==> src/rtl/bcd_pkg.sv <==
// Shared types and digit helpers for the serial BCD adder.
package bcd_pkg;

  localparam int unsigned DIGIT_W = 4;

  typedef logic [DIGIT_W-1:0] bcd_digit_t;

  typedef enum logic [1:0] {
    IDLE = 2'd0,
    RUN  = 2'd1,
    DONE = 2'd2
  } state_t;

  function automatic logic is_bcd(input bcd_digit_t d);
    return (d <= 4'd9);
  endfunction

  // Nine's complement; wraps for non-BCD inputs, which keeps results deterministic.
  function automatic bcd_digit_t nines(input bcd_digit_t d);
    return 4'(4'd9 - d);
  endfunction

endpackage

==> src/rtl/bcd_digit_adder.sv <==
// Combinational single-digit BCD adder with decimal (+6) correction.
module bcd_digit_adder
  import bcd_pkg::*;
(
  input  bcd_digit_t i_a,
  input  bcd_digit_t i_b,
  input  logic       i_c,
  output bcd_digit_t o_digit_c,
  output logic       o_carry_c
);

  logic [4:0] w_s;

  always_comb begin
    w_s       = 5'(i_a) + 5'(i_b) + 5'(i_c);
    o_digit_c = w_s[3:0];
    o_carry_c = 1'b0;
    if (w_s > 5'd9) begin
      o_digit_c = 4'(w_s + 5'd6);
      o_carry_c = 1'b1;
    end
  end

endmodule

==> src/rtl/bcd_serial_adder.sv <==
// Multi-digit packed-BCD adder, one digit per clock, LSD first.
// Define BCD_SUB_EN to enable ten's-complement subtraction via the sub input.
module bcd_serial_adder
  import bcd_pkg::*;
#(
  parameter  int unsigned NDIGITS = 4,
  localparam int unsigned CNT_W   = $clog2(NDIGITS),
  localparam int unsigned W       = DIGIT_W * NDIGITS
) (
  input  logic         clk,
  input  logic         rst,
  input  logic         start,
  input  logic [W-1:0] a,
  input  logic [W-1:0] b,
  input  logic         cin,
  input  logic         sub,
  output logic [W-1:0] sum,
  output logic         cout,
  output logic         busy,
  output logic         done,
  output logic         err
);

  state_t           r_state;
  state_t           w_next;
  logic [W-1:0]     r_a;
  logic [W-1:0]     r_b;
  logic [W-1:0]     r_sum;
  logic             r_carry;
  logic             r_cout;
  logic             r_busy;
  logic             r_done;
  logic             r_err;
  logic [CNT_W-1:0] r_cnt;
  logic             w_accept;
  logic             w_last;
  logic             w_in_err;
  logic             w_carry_init;
  bcd_digit_t       w_b_digit;
  bcd_digit_t       w_digit;
  logic             w_carry;

  assign w_accept = (r_state == IDLE) && start;
  assign w_last   = (r_cnt == CNT_W'(NDIGITS - 1));

`ifdef BCD_SUB_EN
  logic r_sub;

  always_ff @(posedge clk) begin
    if (rst) begin
      r_sub <= 1'b0;
    end else if (w_accept) begin
      r_sub <= sub;
    end
  end

  assign w_b_digit    = r_sub ? nines(r_b[DIGIT_W-1:0]) : r_b[DIGIT_W-1:0];
  assign w_carry_init = sub ? 1'b1 : cin;
`else
  logic w_unused_sub;

  assign w_unused_sub = sub;
  assign w_b_digit    = r_b[DIGIT_W-1:0];
  assign w_carry_init = cin;
`endif

  // Invalid-digit screen on the raw operands, before any complementing.
  always_comb begin
    w_in_err = 1'b0;
    for (int i = 0; i < int'(NDIGITS); i++) begin
      if (!is_bcd(a[i*DIGIT_W +: DIGIT_W]) || !is_bcd(b[i*DIGIT_W +: DIGIT_W])) begin
        w_in_err = 1'b1;
      end
    end
  end

  bcd_digit_adder u_digit (
    .i_a       (r_a[DIGIT_W-1:0]),
    .i_b       (w_b_digit),
    .i_c       (r_carry),
    .o_digit_c (w_digit),
    .o_carry_c (w_carry)
  );

  always_ff @(posedge clk) begin
    if (rst) begin
      r_state <= IDLE;
    end else begin
      r_state <= w_next;
    end
  end

  always_comb begin
    w_next = r_state;
    case (r_state)
      IDLE:    if (start) w_next = RUN;
      RUN:     if (w_last) w_next = DONE;
      DONE:    w_next = IDLE;
      default: w_next = IDLE;
    endcase
  end

  // Datapath: capture on accept, then shift one digit per RUN cycle into sum from the top.
  always_ff @(posedge clk) begin
    if (rst) begin
      r_a     <= '0;
      r_b     <= '0;
      r_sum   <= '0;
      r_carry <= 1'b0;
      r_cout  <= 1'b0;
      r_busy  <= 1'b0;
      r_done  <= 1'b0;
      r_err   <= 1'b0;
      r_cnt   <= '0;
    end else begin
      r_busy <= (w_next == RUN);
      r_done <= (w_next == DONE);
      if (w_accept) begin
        r_a     <= a;
        r_b     <= b;
        r_carry <= w_carry_init;
        r_sum   <= '0;
        r_cout  <= 1'b0;
        r_err   <= w_in_err;
        r_cnt   <= '0;
      end else if (r_state == RUN) begin
        r_sum   <= {w_digit, r_sum[W-1:DIGIT_W]};
        r_a     <= r_a >> DIGIT_W;
        r_b     <= r_b >> DIGIT_W;
        r_carry <= w_carry;
        r_cnt   <= r_cnt + CNT_W'(1);
        if (w_last) begin
          r_cout <= w_carry;
        end
      end
    end
  end

  assign sum  = r_sum;
  assign cout = r_cout;
  assign busy = r_busy;
  assign done = r_done;
  assign err  = r_err;

endmodule

==> config.mk <==
export PLATFORM = sky130hd
export DESIGN_NAME = bcd_serial_adder
export DESIGN_NICKNAME = d
export VERILOG_FILES = /design/src/rtl/bcd_pkg.sv /design/src/rtl/bcd_digit_adder.sv /design/src/rtl/bcd_serial_adder.sv
export SDC_FILE = /design/constraint.sdc
export NUM_CORES = 1
export LEC_CHECK = 0
export CAP_MARGIN = 30
export CORE_ASPECT_RATIO = 1.4
export CORE_MARGIN = 2
export CORE_UTILIZATION = 44
export CTS_BUF_LIST = sky130_fd_sc_hd__clkbuf_16
export DETAILED_ROUTE_END_ITERATION = 6
export PLACE_DENSITY = 0.75
export SLEW_MARGIN = 20
export SYNTH_ARGS = -nofsm -noshare
export SYNTH_HDL_FRONTEND = slang
export SYNTH_SLANG_ARGS = --single-unit
==> constraint.sdc <==
create_clock -name clk -period 2.35 [get_ports clk]
set_clock_uncertainty 0.2 [all_clocks]
set_input_delay 0.47 -clock clk [delete_from_list [all_inputs] [get_ports clk]]
set_output_delay 0.47 -clock clk [all_outputs]
set_load 0.01 [all_outputs]
### Word-level counts from Yosys, hierarchy flattened

Index checks and enable logic that the tools add are counted.
Widths: inputs -> output; s select.

| storage, ports and cells | value |
|---|---|
| word-level logic and storage cells | 59 |
| bits in registers | 57 |
| input bits | 37 |
| output and inout bits | 20 |

| cells by class | value |
|---|---|
| muxes and demuxes | 15 |
| equality and inequality tests | 4 |
| add/sub/neg operators | 4 |
| order comparisons | 9 |
| reductions and logical operators | 17 |

Operators by type and width:

| kind | count |
|---|---|
| $mux 16 | 4 |
| $le 4x4->1 const B | 8 |
| $logic_not 1->1 | 8 |
| $mux 1 | 7 |
| $add 4x4->5 | 1 |
| $add 5x1->5 | 1 |
| $gt 5x4->1 const B | 1 |
| $add 4x3->4 const B | 1 |
| $eq 2x1->1 const B | 2 |
| $eq 2x2->1 const B | 2 |
| $logic_or 1x1->1 | 4 |
| $mux 2 | 2 |
| $mux 4 | 1 |
| $pmux 2 s2 | 1 |
| $add 2x1->2 const B | 1 |
| $logic_not 2->1 | 1 |
| $reduce_and 2->1 | 1 |
| $reduce_bool 2->1 | 1 |
| $reduce_or 2->1 | 1 |
| $logic_and 1x1->1 | 1 |

### Logic depth before layout (Yosys ltp)

Gate-level depths: netlist of run 1.

| logic depth | value |
|---|---|
| depth in word-level cells | 7 |
| mapped depth | 8 |
| depth with buffers taken out | 8 |

### Hierarchy

Synthesis of run 1 repeated with hierarchy kept, for this count alone.

| second synthesis, totals | value |
|---|---|
| cell total of the unflattened synthesis | 273 |
| area, all modules | 2519.9 sq um |

By module, submodules not included:

| module | sequential area each (sq um) | times used | area each (sq um) | cells an instance |
|---|---|---|---|---|
| bcd_serial_adder | 1141.1 | 1 | 2308.5 | 251 |
| bcd_digit_adder | 0.0 | 1 | 211.5 | 22 |

### Least setup slack after synthesis of run 1

OpenSTA, ideal clock, no wires.

| timing | value |
|---|---|
| kind | reg2reg |
| start point | register r_a[0] |
| end point | register r_sum[14] (netlist: sum[14]) |
| library setup time | 62 ps |
| required time | 2088 ps |
| clock period less this slack | 2596 ps |
| path buffers | 0 |
| arrival | 2335 ps |
| cell stages (with the launch flop) | 9 |
| path slack | -246 ps |
| cells stage by stage | dfxtp_1 > fa_1 > fa_1 > xnor2_1 > ha_1 > a31oi_1 > and3_4 > or4_1 > nand3_1 |

| between the ends | value |
|---|---|
| word-level cells in the longest chain between the ends | 4 |

RTL lines:

| what | RTL line | text |
|---|---|---|
| from (decl) | bcd_serial_adder.sv:26 | `logic [W-1:0] r_a;` |
| from (signal assigned) | bcd_serial_adder.sv:128 | `r_a <= r_a >> DIGIT_W;` |
| $add 4x4->5 * | bcd_digit_adder.sv:15 | `w_s = 5'(i_a) + 5'(i_b) + 5'(i_c);` |
| $add 5x1->5 * | bcd_digit_adder.sv:15 |  |
| $add 4x3->4 / $gt 5x4->1 (equally long branches) | bcd_digit_adder.sv:19, bcd_digit_adder.sv:18 |  |
| $mux 4 * | bcd_digit_adder.sv:18 | `if (w_s > 5'd9) begin` |
| to (signal assigned) | bcd_serial_adder.sv:127 | `r_sum <= {w_digit, r_sum[W-1:DIGIT_W]};` |
| to (decl) | bcd_serial_adder.sv:28 | `logic [W-1:0] r_sum;` |

Every way passes the cells marked *; elsewhere a longest branch is shown, timed or not.
A chain may end at the register's enable or synchronous reset.

### Final worst setup path of run 1

| timing | value |
|---|---|
| start point | register r_carry |
| end point | register r_cout (netlist: cout) |

| between the ends | value |
|---|---|
| word-level cells in the longest chain between the ends | 3 |

RTL lines:

| what | RTL line | text |
|---|---|---|
| from (decl) | bcd_serial_adder.sv:29 | `logic r_carry;` |
| from (signal assigned) | bcd_serial_adder.sv:121 | `r_carry <= w_carry_init;` |
| from (signal assigned) | bcd_serial_adder.sv:130 | `r_carry <= w_carry;` |
| $add 5x1->5 | bcd_digit_adder.sv:15 |  |
| $gt 5x4->1 | bcd_digit_adder.sv:18 |  |
| $mux 1 | bcd_digit_adder.sv:18 |  |
| to (signal assigned) | bcd_serial_adder.sv:133 | `r_cout <= w_carry;` |
| to (decl) | bcd_serial_adder.sv:30 | `logic r_cout;` |

No other way between the ends.

==> impl_metrics.tcl, run 1 <==
set metrics [dict create \
    status "complete, but fails checks" \
    violations "negative setup slack" \
    synth_nets 330 \
    dpl_cell_area_mm2 0.00304 \
    cts_tree "built" \
    ys_seq_elements 57 \
    post_drt_via_cell_ratio 5.36 \
    path_class "reg2reg" \
    endpoint_kind "flop" \
    irDropWorstVdd_uv 558 \
    total_power_w 0.00254 \
    grt_pass1_vias 2162 \
    fmax_mhz 401 \
    final_area_mm2 0.00334 \
    cp_num_buf_inv 1 \
    antenna_left 0 \
    h-tree-depth 3 \
    utilization_pct 64.2 \
    final.setup.worst_slack_ns -0.146 \
    nets 392 \
    grt-ovfl-total 0 \
    yosysSeqAreaShare_pct 48.1 \
    grtUsageTotal_pct 20.2 \
    critPathMostFrequentCell "fa_2" \
    wl_per_cell_um 13.7 \
    post-dp-hpwl_um 4080 \
    critPathRequiredTime_ns 2.38 \
    worst_pin_slew_ns 0.482 \
    fin_crit_sh_pct 106 \
    rrSetupSlack_ns -0.15 \
    core_area_mm2 0.00520 \
    num_vias 2239 \
    reg2reg_depth 8 \
    antenna_found_initial 0 \
    muxShareOfSynthArea_pct 0 \
    maxCapViolCount 0 \
    critPathTopFamily "adder cells" \
    synth-xor-area-share_pct 0.738 \
    dp_cells 400 \
    holdBufCountCts 0 \
    areaGrowthSynthToFinish_pct 40.7 \
    finalSetupTns_ns -0.471 \
    cts_sinks 57 \
    crit_arrival_ns 2.52 \
    syn_area_mm2 0.00237 \
    r2r_end "cout" \
    crit_path_start_kind "flop" \
    cp_cell_sequence "fa_2 -> fa_2 -> inv_2 -> ha_4 -> a31oi_2 -> and3_4 -> nor2_1 -> a311oi_1" \
    post-route-min-period_ns 2.50 \
    timing_hold_violations_final 0 \
    yosys.cell_types.count 33 \
    syn-instance-count 286 \
    p_per_area_mw_per_mm2 761 \
    first_pass_iters 4 \
    r2r_start "r_carry" \
    drv_slew 0 \
    grt_max_degree 25 \
    synth_top_family_by_area "compound AO/OA/AOI/OAI gates" \
    pin_count 57 \
    multi_input_area_mm2 0.00118 \
    seq_area_mm2 0.00114 \
    synth_top_area_share_pct 48.1 \
    fill_cells 481 \
    remaining_drc_errors 0 \
    place_congestion 0.742 \
    relSlewSlack_pct 67.9 \
    rows 31 \
    num_antenna_cells 0 \
    dieArea_mm2 0.00600 \
    final_cells 418 \
    cts.clk_slew.worst_paths_ns 0.05 \
    die_h_um 90.9 \
    setup-violations-final 5 \
    die_w_um 66.1 \
    worstHoldStart "r_b[11]" \
    leakage_nw 1.21 \
    cts_buffers 9 \
    drive_above_1_share_pct 12.2 \
    yosys.area_share.simple_pct 19.0 \
    hp-class "reg2reg" \
    synthAdderAreaFrac_pct 4.32 \
    clkLatencyLatePin_ns 0.32 \
    start_util_pct 45.6 \
    synth_top_area_cell "dfxtp_1" \
    clk_path_buf_depth 2 \
    hold_depth 2 \
    drt_wl_total_um 5740 \
    yosys_warnings 0 \
    grt_pass1_wl_um 9400 \
    cp_slowest_cell "fa_2" \
    crit_path_max_incr_delay_ns 0.55 \
    syn_avg_cell_area_um2 8.29 \
    rsz0062_at_grt "yes" \
    whs_endpoint "r_b[11]" \
    synth_area_leaders "dfxtp_1, nand2_1, a21oi_1, a22oi_1, clkbuf_1" \
    crit_fanout 4 \
    io_buffer_count 55 \
    cts_root_buf "clkbuf_16" \
    drt_iter0_markers 126 \
    synth-compound-area-share_pct 23.6 \
]
-- where the power goes --
group | total [W] | leakage [nW] | internal (W) | switching [W]
clock | 0.00109 | 0.127 | 0.000686 | 0.000404
sequential | 0.00105 | 0.466 | 0.00102 | 0.0000314
combinational | 0.000398 | 0.619 | 0.000199 | 0.000199
-- stage by stage --
step / hold slack, ns / worst slack, ns
detailed placement: 0.247 / -0.146
CTS: 0.253 / -0.141
global placement: 0.241 / -0.107
floorplan: 0.237 / -0.0807
finish: 0.256 / -0.146
global route: 0.271 / -0.217
-- worst max path at each step --
stage          startpoint      end  slack, ns  cells after the start
2_1_floorplan     r_carry  sum[14]      -0.08                      8
3_3_place_gp      r_carry  sum[14]      -0.11                      8
3_5_place_dp      r_carry  sum[14]      -0.15                      8
4_1_cts           r_carry  sum[14]      -0.14                      8
5_1_grt           r_carry  sum[13]      -0.22                      8
6_report          r_carry     cout      -0.15                      8
-- worst register-to-register path: cells and delay by family (launching register included) --
kind                       cells  cell delay, ns
buffers and inverters          1            0.07
DFF                            1            0.33
AOI/OAI and AO/OA              2            0.43
adders and majority gates      3            1.12
and+or+nand+nor                2            0.26
-- flip-flops by register name, summed over array words and instances (netlist names) --
register  count
r_state       2
r_cnt         2
r_a          16
r_b          16
err           1
busy          1
sum          16
done          1
cout          1
r_carry       1
-- placed cells by master (no fill, tap or decap), types with 2 or more instances in the layout --
| master | Yosys | routed |
|---|---|---|
| ha_1 | 5 | 4 |
| clkdlybuf4s50_1 | 0 | 55 |
| nand4_1 | 2 | 2 |
| a311oi_1 | 3 | 3 |
| nor3_1 | 2 | 2 |
| buf_4 | 0 | 17 |
| nand3_1 | 11 | 11 |
| clkinv_2 | 0 | 3 |
| o21ai_1 | 2 | 2 |
| clkbuf_16 | 0 | 9 |
| dfxtp_1 | 57 | 56 |
| nand2b_1 | 2 | 2 |
| and3_4 | 2 | 2 |
| nand2_1 | 68 | 68 |
| a21oi_1 | 49 | 49 |
| fa_2 | 0 | 2 |
| a22oi_1 | 23 | 23 |
| o21ai_0 | 9 | 9 |
| nor2_1 | 10 | 10 |
| clkinv_1 | 0 | 3 |
-- cell type report --
| type | instances | area share (%) |
|---|---|---|
| inverters | 2 | 0.225 |
| flip-flops and latches | 57 | 34.2 |
| multi-input cells | 206 | 35.2 |
| well taps | 66 | 2.47 |
| repair buffers | 72 | 20.3 |
| clock inverters | 6 | 0.787 |
| clock buffers | 9 | 6.75 |
-- per-layer routing --
layer	track usage [%]	part of all wire [%]	up-vias
met3	6.48	4.9	10
met1	22.6	40	1030
met2	35.3	54	67
met5	0	0	-
li1	-	-	1132
met4	6.63	1.4	0
-- synthesized netlist by cell type --
master and number:
nor3_1 2, nor2_1 10, or4_1 1, o31ai_1 1
nand3_1 11, a31oi_1 2, fa_1 2, ha_1 5
a211oi_1 1, or2_2 1, a311oi_1 3, nand2b_1 2
a21oi_1 49, inv_1 2, nor2b_1 1, o22ai_1 1
xnor2_1 2, dfxtp_1 57, nand2_1 68, clkbuf_1 17
a21o_1 1, a211o_2 1, a22oi_1 23, a41o_1 1
buf_2 3, or3_4 1, o21ai_1 2, and2_1 1
clkbuf_8 1, and3_4 2, nand4_1 2, o21ai_0 9
and2_2 1
-- logic make-up (layout without fill, tap and decap cells) --
logic type | after synthesis | count (layout)
buf+inv | 23 | 89
flops | 57 | 57
simple gates | 103 | 103
compound gates | 94 | 94
xor+xnor | 2 | 2
fa+ha+maj | 7 | 7
-- what timing repair did --
item | CTS | global route
pin swaps | 0 | 4
buffers inserted | 1 | 2
resized for setup | 1 | 3
setup endpoints to repair | 5 | 5
No activity file was read; power rests on OpenSTA's default activity.
==> inputs of run 2 (changes only) <==
--- a/config.mk
+++ b/config.mk
@@ -12,6 +12,7 @@
 export CTS_BUF_LIST = sky130_fd_sc_hd__clkbuf_16
 export DETAILED_ROUTE_END_ITERATION = 6
 export PLACE_DENSITY = 0.75
+export SETUP_SLACK_MARGIN = 0.4
 export SLEW_MARGIN = 20
 export SYNTH_ARGS = -nofsm -noshare
 export SYNTH_HDL_FRONTEND = slang
==> run 2 against run 1 <==
Effect of this change: the run still ends with negative setup slack left; combinational power rose by 11%; via count rose by 2.8%; total power rose by 10%; register-to-register slack got worse by 0.08 ns; die area did not move; worst setup slack got worse by 0.083 ns; fmax fell by 3.2%; core utilization rose by 2.0 points; final area rose by 3.2%; sequential share of layout area fell by 1.1 points.
==> impl_metrics.tcl, run 2 (synthesis gave the netlist of run 1 again) <==
set metrics [dict create \
    status "complete, but fails checks" \
    violations "negative setup slack" \
    fmax_mhz 388 \
    drive_above_1_share_pct 13.7 \
    num_antenna_cells 0 \
    post-route-min-period_ns 2.58 \
    nets 397 \
    power_frac_seq_pct 37.6 \
    crit_arrival_ns 2.60 \
    cts_buffers 9 \
    endpoint_kind "flop" \
    pre_cts_slack_ns -0.180 \
    die_w_um 66.1 \
    grt_pass1_vias 2306 \
    final.setup.worst_slack_ns -0.230 \
    h-tree-depth 3 \
    die_h_um 90.9 \
    holdBufCountCts 0 \
    antenna_found_initial 0 \
    crit_path_start_kind "flop" \
    place_congestion 0.757 \
    irDropWorstVdd_uv 380 \
    cts_root_buf "clkbuf_16" \
    grtUsageTotal_pct 21.6 \
    clk_path_buf_depth 2 \
    switching_share_pct 23.1 \
    setup-violations-final 5 \
    path_class "reg2reg" \
    post_drt_via_cell_ratio 5.43 \
    final_cells 424 \
    p_per_area_mw_per_mm2 813 \
    grt_pass1_wl_um 10200 \
    first_pass_iters 4 \
    clkLatencyLatePin_ns 0.32 \
    maxCapViolCount 0 \
    pin_count 57 \
    cts_sinks 57 \
    hp-class "reg2reg" \
    rows 31 \
    cts_tree "built" \
    io_buffer_count 55 \
    relSlewSlack_pct 68.0 \
    drt_wl_total_um 5890 \
    fin_crit_sh_pct 110 \
    dieArea_mm2 0.00600 \
    start_util_pct 45.6 \
    timing_hold_violations_final 0 \
    core_area_mm2 0.00520 \
    wl_per_cell_um 13.9 \
    final_cell_mix "nand2_1, dfxtp_1, clkdlybuf4s50_1, a21oi_1, a22oi_1" \
    areaGrowthSynthToFinish_pct 45.2 \
    clkPwrFrac_pct 46.6 \
    dp_cells 399 \
    drv_slew 0 \
    fill_cells 463 \
    drt_iter0_markers 123 \
    antenna_left 0 \
    intPower_w 0.00215 \
    cts.clk_slew.worst_paths_ns 0.05 \
    combPwrFrac_pct 15.8 \
    worst_pin_slew_ns 0.481 \
    layout_commonest_cell "nand2_1" \
    remaining_drc_errors 0 \
    grt-ovfl-total 0 \
    post-dp-hpwl_um 4050 \
    grt_max_degree 37 \
    num_vias 2302 \
    rsz0062_at_grt "yes" \
    crit_fanout 3 \
    p_switching_w 0.000647 \
    leakage_nw 1.27 \
    critPathRequiredTime_ns 2.37 \
]
==> run 2: cell types whose count changed in the layout (fill, tap and decap cells not counted) <==
cell / previous run / this run
a31oi_2: 1 / 0
a31oi_4: 0 / 1
buf_4: 17 / 22
bufinv_16: 0 / 2
clkinv_1: 3 / 2
clkinv_2: 3 / 0
inv_1: 1 / 4
nor2_1: 10 / 9
nor2_2: 0 / 1
nor3_1: 2 / 1
nor3_2: 0 / 1
==> run 2: routing by layer <==
layer / GRT usage [%] / wire length [um] / vias to the layer above
met3: 3.37 / 319 / 14
met2: 38.2 / 3180 / 80
met1: 24.4 / 2270 / 1072
met4: 11.1 / 125 / 0
met5: 0 / 0 / -
li1: - / - / 1136
==> run 2: cell type report <==
| type | count | area [um^2] | area share, % |
|---|---|---|---|
| inverters | 2 | 7.51 | 0.218 |
| flip-flops and latches | 57 | 1140 | 33.2 |
| clock buffers | 9 | 225 | 6.54 |
| repair buffers | 77 | 716 | 20.8 |
| clock inverters | 7 | 78.8 | 2.29 |
| well taps | 66 | 82.6 | 2.40 |
| multi-input cells | 206 | 1190 | 34.6 |
==> run 2: path summary, 6_finish.rpt <==
kind | from | endpoint | slack, ns | depth (start not counted)
max | r_carry | cout | -0.23 | 9
min | err | err | 0.25 | 2
max reg2reg | r_carry | cout | -0.23 | 9
min reg2reg | err | err | 0.25 | 2
==> run 2: power by group through the flow <==
stage / clock network [W] / logic (W) / registers [W]
floorplan: 0 / 0.000211 / 0.00107
global placement: 0 / 0.000359 / 0.00107
detailed placement: 0 / 0.000366 / 0.00107
CTS: 0.00132 / 0.000422 / 0.00105
global route: 0.00137 / 0.000484 / 0.00106
finish: 0.00130 / 0.000443 / 0.00105
==> run 2: repair_timing <==
action / 4_1_cts / 5_1_grt
gates resized for setup: 5 / 1
endpoints found under the setup margin: 5 / 5
buffers inserted: 6 / 3
pin swaps: 3 / 1
==> run 2: metrics by stage <==
stage                     hold slack [ns]  power [W]  util [%]  instance area (um^2)  setup TNS, ns
after floorplan                     0.237    0.00128         -                  2390        -0.0765
final                               0.252    0.00280      66.3                  3440         -0.964
after global routing                0.274    0.00291      66.3                  3440          -1.32
after global placement              0.242    0.00143      58.3                  3030         -0.124
after detailed placement            0.248    0.00144      58.3                  3030         -0.413
after CTS                           0.256    0.00280      65.8                  3420         -0.608
==> run 2: critical path, cell delays in order, from the launching register on <==
cell	delay, ns
dfxtp_2	0.33
fa_2	0.41
fa_2	0.57
inv_2	0.07
ha_4	0.16
a31oi_4	0.15
and3_4	0.22
buf_4	0.11
nor2_2	0.03
a311oi_1	0.23
==> RTL change 1 (config.mk and constraints of run 2) <==
The 3 states of `state_t` get a one-hot encoding in 3 bits.
--- a/src/rtl/bcd_pkg.sv
+++ b/src/rtl/bcd_pkg.sv
@@ -6,8 +6,8 @@
   typedef logic [DIGIT_W-1:0] bcd_digit_t;
 
-  typedef enum logic [1:0] {
-    IDLE = 2'd0,
-    RUN  = 2'd1,
-    DONE = 2'd2
+  typedef enum logic [2:0] {
+    IDLE = 3'b001,
+    RUN  = 3'b010,
+    DONE = 3'b100
   } state_t;
 
Behaviour: same outputs for any inputs over 10 cycles, from zero or initial values and one cycle with rst high; not proved beyond that.
==> RTL change 1 against run 2 <==
- synthesized area rose by 1.2%
- sequential cell count rose by 1
- worst setup slack worse by 0.034 ns
- wire length shrank 3.3%
- global-route usage fell by 1.8 points
- the run still ends with setup timing left
- power shrank 4.9%
- synthesized cell count is 2.4% lower
- final area is 0.54% higher
==> RTL change 1: results (changes against run 2) <==
* Outcome: finished with violations
* Violated checks: setup timing
* Crit path largest cell delay at 0.55 ns (-0.02 ns)
* Routability cong. at 0.739 (-2.4%)
* Seq/Total Area, Yosys at 48.4% (+0.28 points)
* Hold Startpoint: r_b[6]$_SDFFE_PP0P_
* Final Net Count at 385 (-3.0%)
* Clk pwr share at 46.5% (about the same)
* Final setup margin at -0.264 ns (-0.0338 ns)
* DP Wirelength at 3.94 mm (-2.8%)
* Initial DRC Count at 121 (-1.6%)
* Worst reg2reg path endpoint: sum[14]$_SDFFE_PP0N_
* WL/cell at 13.9 um (-0.20%)
* Fin Hold WS at 0.252 ns (+0.000297 ns)
* Total GRT Usage at 19.8% (-1.8 points)
* Place WS at -0.234 ns (-0.0535 ns)
* Vias/cell at 5.39 (-0.78%)
* Worst path arrival time at 2.62 ns (+0.02 ns)
* Mapped Nets at 323 (-2.1%)
* Path depth of the worst reg2reg path at 7 (-2)
* Synth top cells by count: dfxtp_1 (58), nand2_1 (56), a21oi_1 (47), a22oi_1 (32), nor2_1 (15)
* Largest cells by area after synthesis: dfxtp_1 (48%), a22oi_1 (10%), a21oi_1 (9.8%), nand2_1 (8.8%), ha_1 (2.6%)
* Sequential share of power at 39.8% (+2.2 points)
* Worst r2r src: r_a[0]$_SDFFE_PP0P_
* Setup violations, final at 5 (unchanged)
## RTL change 1: what timing repair did
item | CTS | global route
resized for setup | 1 | 11
setup endpoints to repair | 19 | 38
setup buffers | 0 | 2
pin swaps | 3 | 3
hold buffers | 0 | 0
## RTL change 1: worst max path at each step
stage / to / startpoint / slack, ns
floorplan: sum[14]$_SDFFE_PP0N_ / r_a[0]$_SDFFE_PP0P_ / -0.20
global placement: sum[13]$_SDFFE_PP0N_ / r_a[0]$_SDFFE_PP0P_ / -0.18
detailed placement: sum[13]$_SDFFE_PP0N_ / r_a[0]$_SDFFE_PP0P_ / -0.23
CTS: sum[13]$_SDFFE_PP0N_ / r_a[0]$_SDFFE_PP0P_ / -0.25
global route: sum[13]$_SDFFE_PP0N_ / r_a[0]$_SDFFE_PP0P_ / -0.29
finish: sum[14]$_SDFFE_PP0N_ / r_a[0]$_SDFFE_PP0P_ / -0.26
## RTL change 1: final cells by class
cell class,instances,area (um2)
flip-flops and latches,58,1160
clock inverters,6,60.1
repair buffers,71,704
inverters,3,11.3
fillers,447,1770
clock buffers,9,225
multi-input cells,198,1220
well taps,66,82.6
## RTL change 1: cells by family (layout without fill, tap and decap cells)
logic type | count (synthesis) | count (layout) | share of synthesized area [%]
AO/OA/AOI/OAI | 98 | 98 | 26.2
AND/OR/NAND/NOR | 90 | 90 | 16.3
flip-flops | 58 | 58 | 48.4
buffers and inverters | 23 | 89 | 3.81
adder cells (fa/ha/maj) | 7 | 7 | 4.28
XOR/XNOR | 3 | 3 | 1.10
## RTL change 1: layer usage
metal	up-vias	part of all wire (%)	track usage, %
met3	13	4.5	4.71
met1	1027	41	23.1
met4	0	2.2	10.4
met5	-	0	0
li1	1112	-	-
met2	62	52	32.8
==> RTL change 2 (config.mk and constraints of run 2) <==
Made on the original files. Build with the macro `BCD_SUB_EN` defined.
--- a/src/rtl/bcd_serial_adder.sv
+++ b/src/rtl/bcd_serial_adder.sv
@@ -1,4 +1,6 @@
 // Multi-digit packed-BCD adder, one digit per clock, LSD first.
 // Define BCD_SUB_EN to enable ten's-complement subtraction via the sub input.
+`define BCD_SUB_EN
+
 module bcd_serial_adder
   import bcd_pkg::*;
Function: changed (a bounded check fails within 4 cycles, from zero or initial values and one cycle with rst high).
==> RTL change 2 against run 2 <==
- the flow still finishes with violations (setup timing)
- critical path depth increased by 1
- synthesized cell count increased by 28%
- worst setup slack got worse by 0.0013 ns
- wire length increased by 11%
- power increased by 6.0%
- sequential share of layout area decreased by 2.0 points
- synthesized area increased by 13%
- worst hold slack improved by 0.0029 ns
- combinational power increased by 51%
- sequential cell count increased by 1
- non-clock buffer count unchanged
- final area increased by 8.6%
- global-route usage decreased by 1.1 points
- largest cell class unchanged
- largest power group unchanged
- highest routed layer unchanged
==> RTL change 2: results (changes against run 2) <==
* Outcome: finished with violations
* Violated checks: setup timing
* Fillers at 542 (+17%)
* Place WS at -0.316 ns (-0.135 ns)
* Clock-pin slew on the worst setup and hold paths at 0.05 ns (about the same)
* Seq/Total Area, Yosys at 43.4% (-4.7 points)
* Ys async rst share at 0% (unchanged)
* Clock Latency Late Sink at 0.32 ns (about the same)
* Hold crit path type: flip-flop to flip-flop
* Worst path arrival time at 2.61 ns (about the same)
* Max_slew headroom at 69.1% (+1.1 points)
* Mapped Nets at 410 (+24%)
* Ys flop type: dfxtp_1
* Post-synth top area cell: dfxtp_1
* DP Wirelength at 4.62 mm (+14%)
* Placed cell areas at 3380 um2 (+12%)
* Routability cong. at 0.812 (+7.3%)
* Yosys cell types at 34 (+3.0%)
* First-pass GRT wire length at 10.8 mm (+6.5%)
* Final Net Count at 474 (+19%)
* Setup TNS at -1.02 ns (-0.0543 ns)
* Synth top cells by count: nor2_1 (81), dfxtp_1 (58), a21oi_1 (47), nand2_1 (43), inv_1 (28)
* Largest net degree at the start of global routing at 27 (-27%)
* Number of inserted diodes at 0 (unchanged)
* H-tree levels at 3 (unchanged)
* WL/cell at 13.0 um (-6.4%)
* Total GRT Usage at 20.6% (-1.1 points)
* Pre-Repair DR Iteration Count at 4 (unchanged)
* Ratio of cells with drive above 1 in the final layout at 13.9% (+0.17 points)
* Via count at 2,588 (+12%)
* Setup violations, final at 5 (unchanged)
* Synth Warn # at 0 (unchanged)
* Maximum buffer depth of the clock tree at 2 (unchanged)
* Final setup margin at -0.231 ns (-0.00125 ns)
* Initial antenna violation count at 0 (unchanged)
* Root Buffer: clkbuf_16
* Peak supply drop at 395 uV (+4.0%)
* Multi-input gate area at 1390 um2 (+16%)
* Initial DRC Count at 110 (-11%)
* Largest cells by area after synthesis: dfxtp_1 (43%), nor2_1 (11%), a21oi_1 (8.8%), nand2_1 (6.0%), nor3_1 (4.3%)
* Port Buffer Count at 56 (+1.8%)
* Crit Path Max Fanout at 5 (+2)
* CTS Buf Count at 9 (unchanged)
* P_leak at 1.50 nW (+18%)
* Number of global-route vias before repair at 2,427 (+5.2%)
-- RTL change 2: cell types whose count changed after synthesis, moves of 3 or more --
| cell | before | now |
|---|---|---|
| a22oi_1 | 23 | 1 |
| buf_1 | 0 | 3 |
| buf_2 | 3 | 6 |
| clkbuf_1 | 17 | 14 |
| inv_1 | 2 | 28 |
| nand2_1 | 68 | 43 |
| nand3_1 | 11 | 8 |
| nor2_1 | 10 | 81 |
| nor3_1 | 2 | 23 |
| o21ai_0 | 9 | 12 |
| xnor2_1 | 2 | 5 |
-- RTL change 2: final timing paths --
| check | startpoint | depth (start not counted) | slack (ns) | end |
|---|---|---|---|---|
| max reg2reg | r_sub$_SDFFE_PP0P_ | 10 | -0.23 | cout$_SDFFE_PP0P_ |
| min | sum[1]$_SDFFE_PP0P_ | 2 | 0.25 | sum[1]$_SDFFE_PP0P_ |
| max | r_sub$_SDFFE_PP0P_ | 10 | -0.23 | cout$_SDFFE_PP0P_ |
| min reg2reg | sum[1]$_SDFFE_PP0P_ | 2 | 0.25 | sum[1]$_SDFFE_PP0P_ |
-- RTL change 2: metal layers --
metal	track usage [%]	part of all wire (%)	up-vias
met3	4.29	4.2	9
li1	-	-	1319
met1	22.7	41	1194
met5	0	0	-
met4	9.62	1.7	0
met2	37.8	53	66
-- RTL change 2: worst max-delay path, stage by stage (launching register included) --
cell and delay (ns):
dfxtp_2 0.33, xnor2_2 0.16, fa_2 0.23, inv_2 0.04, fa_2 0.54, inv_2 0.05
ha_4 0.16, a22oi_2 0.23, a31oi_4 0.15, buf_4 0.17, a311oi_1 0.23
-- RTL change 2: layout make-up --
type                       instances  share of cell area (%)
sequential                        58                    31.2
inverter                          28                    2.81
timing repair buffer              77                    19.2
clock buffer                       9                    6.02
multi-input combinational        255                    37.1
tap                               70                    2.34
clock inverter                     6                    1.37
-- RTL change 2: cell families after synthesis --
family	count (synthesis)	synth area share (%)
flops	58	43.4
xor+xnor	5	1.64
compound gates	75	16.7
simple gates	167	26.3
buf+inv	52	7.63
fa+ha+maj	8	4.31
-- RTL change 2: timing repair --
item / in CTS / in global routing
pin swaps: 15 / 1
setup endpoints to repair: 5 / 5
gates resized for setup: 10 / 6
hold endpoints to repair: 0 / 0
buffers inserted: 0 / 2
-- RTL change 2: power breakdown --
group	internal (mW)	switching [mW]
combinational	0.342	0.327
clock	0.795	0.405
sequential	1.06	0.0435
total	2.19	0.775
-- RTL change 2: per-stage QoR --
stage          total power, mW  cells
3_5_place_dp              1.72    486
2_1_floorplan             1.49    365
6_report                  2.97    503
3_3_place_gp              1.71    486
4_1_cts                   2.96    501
5_1_grt                   3.10    503
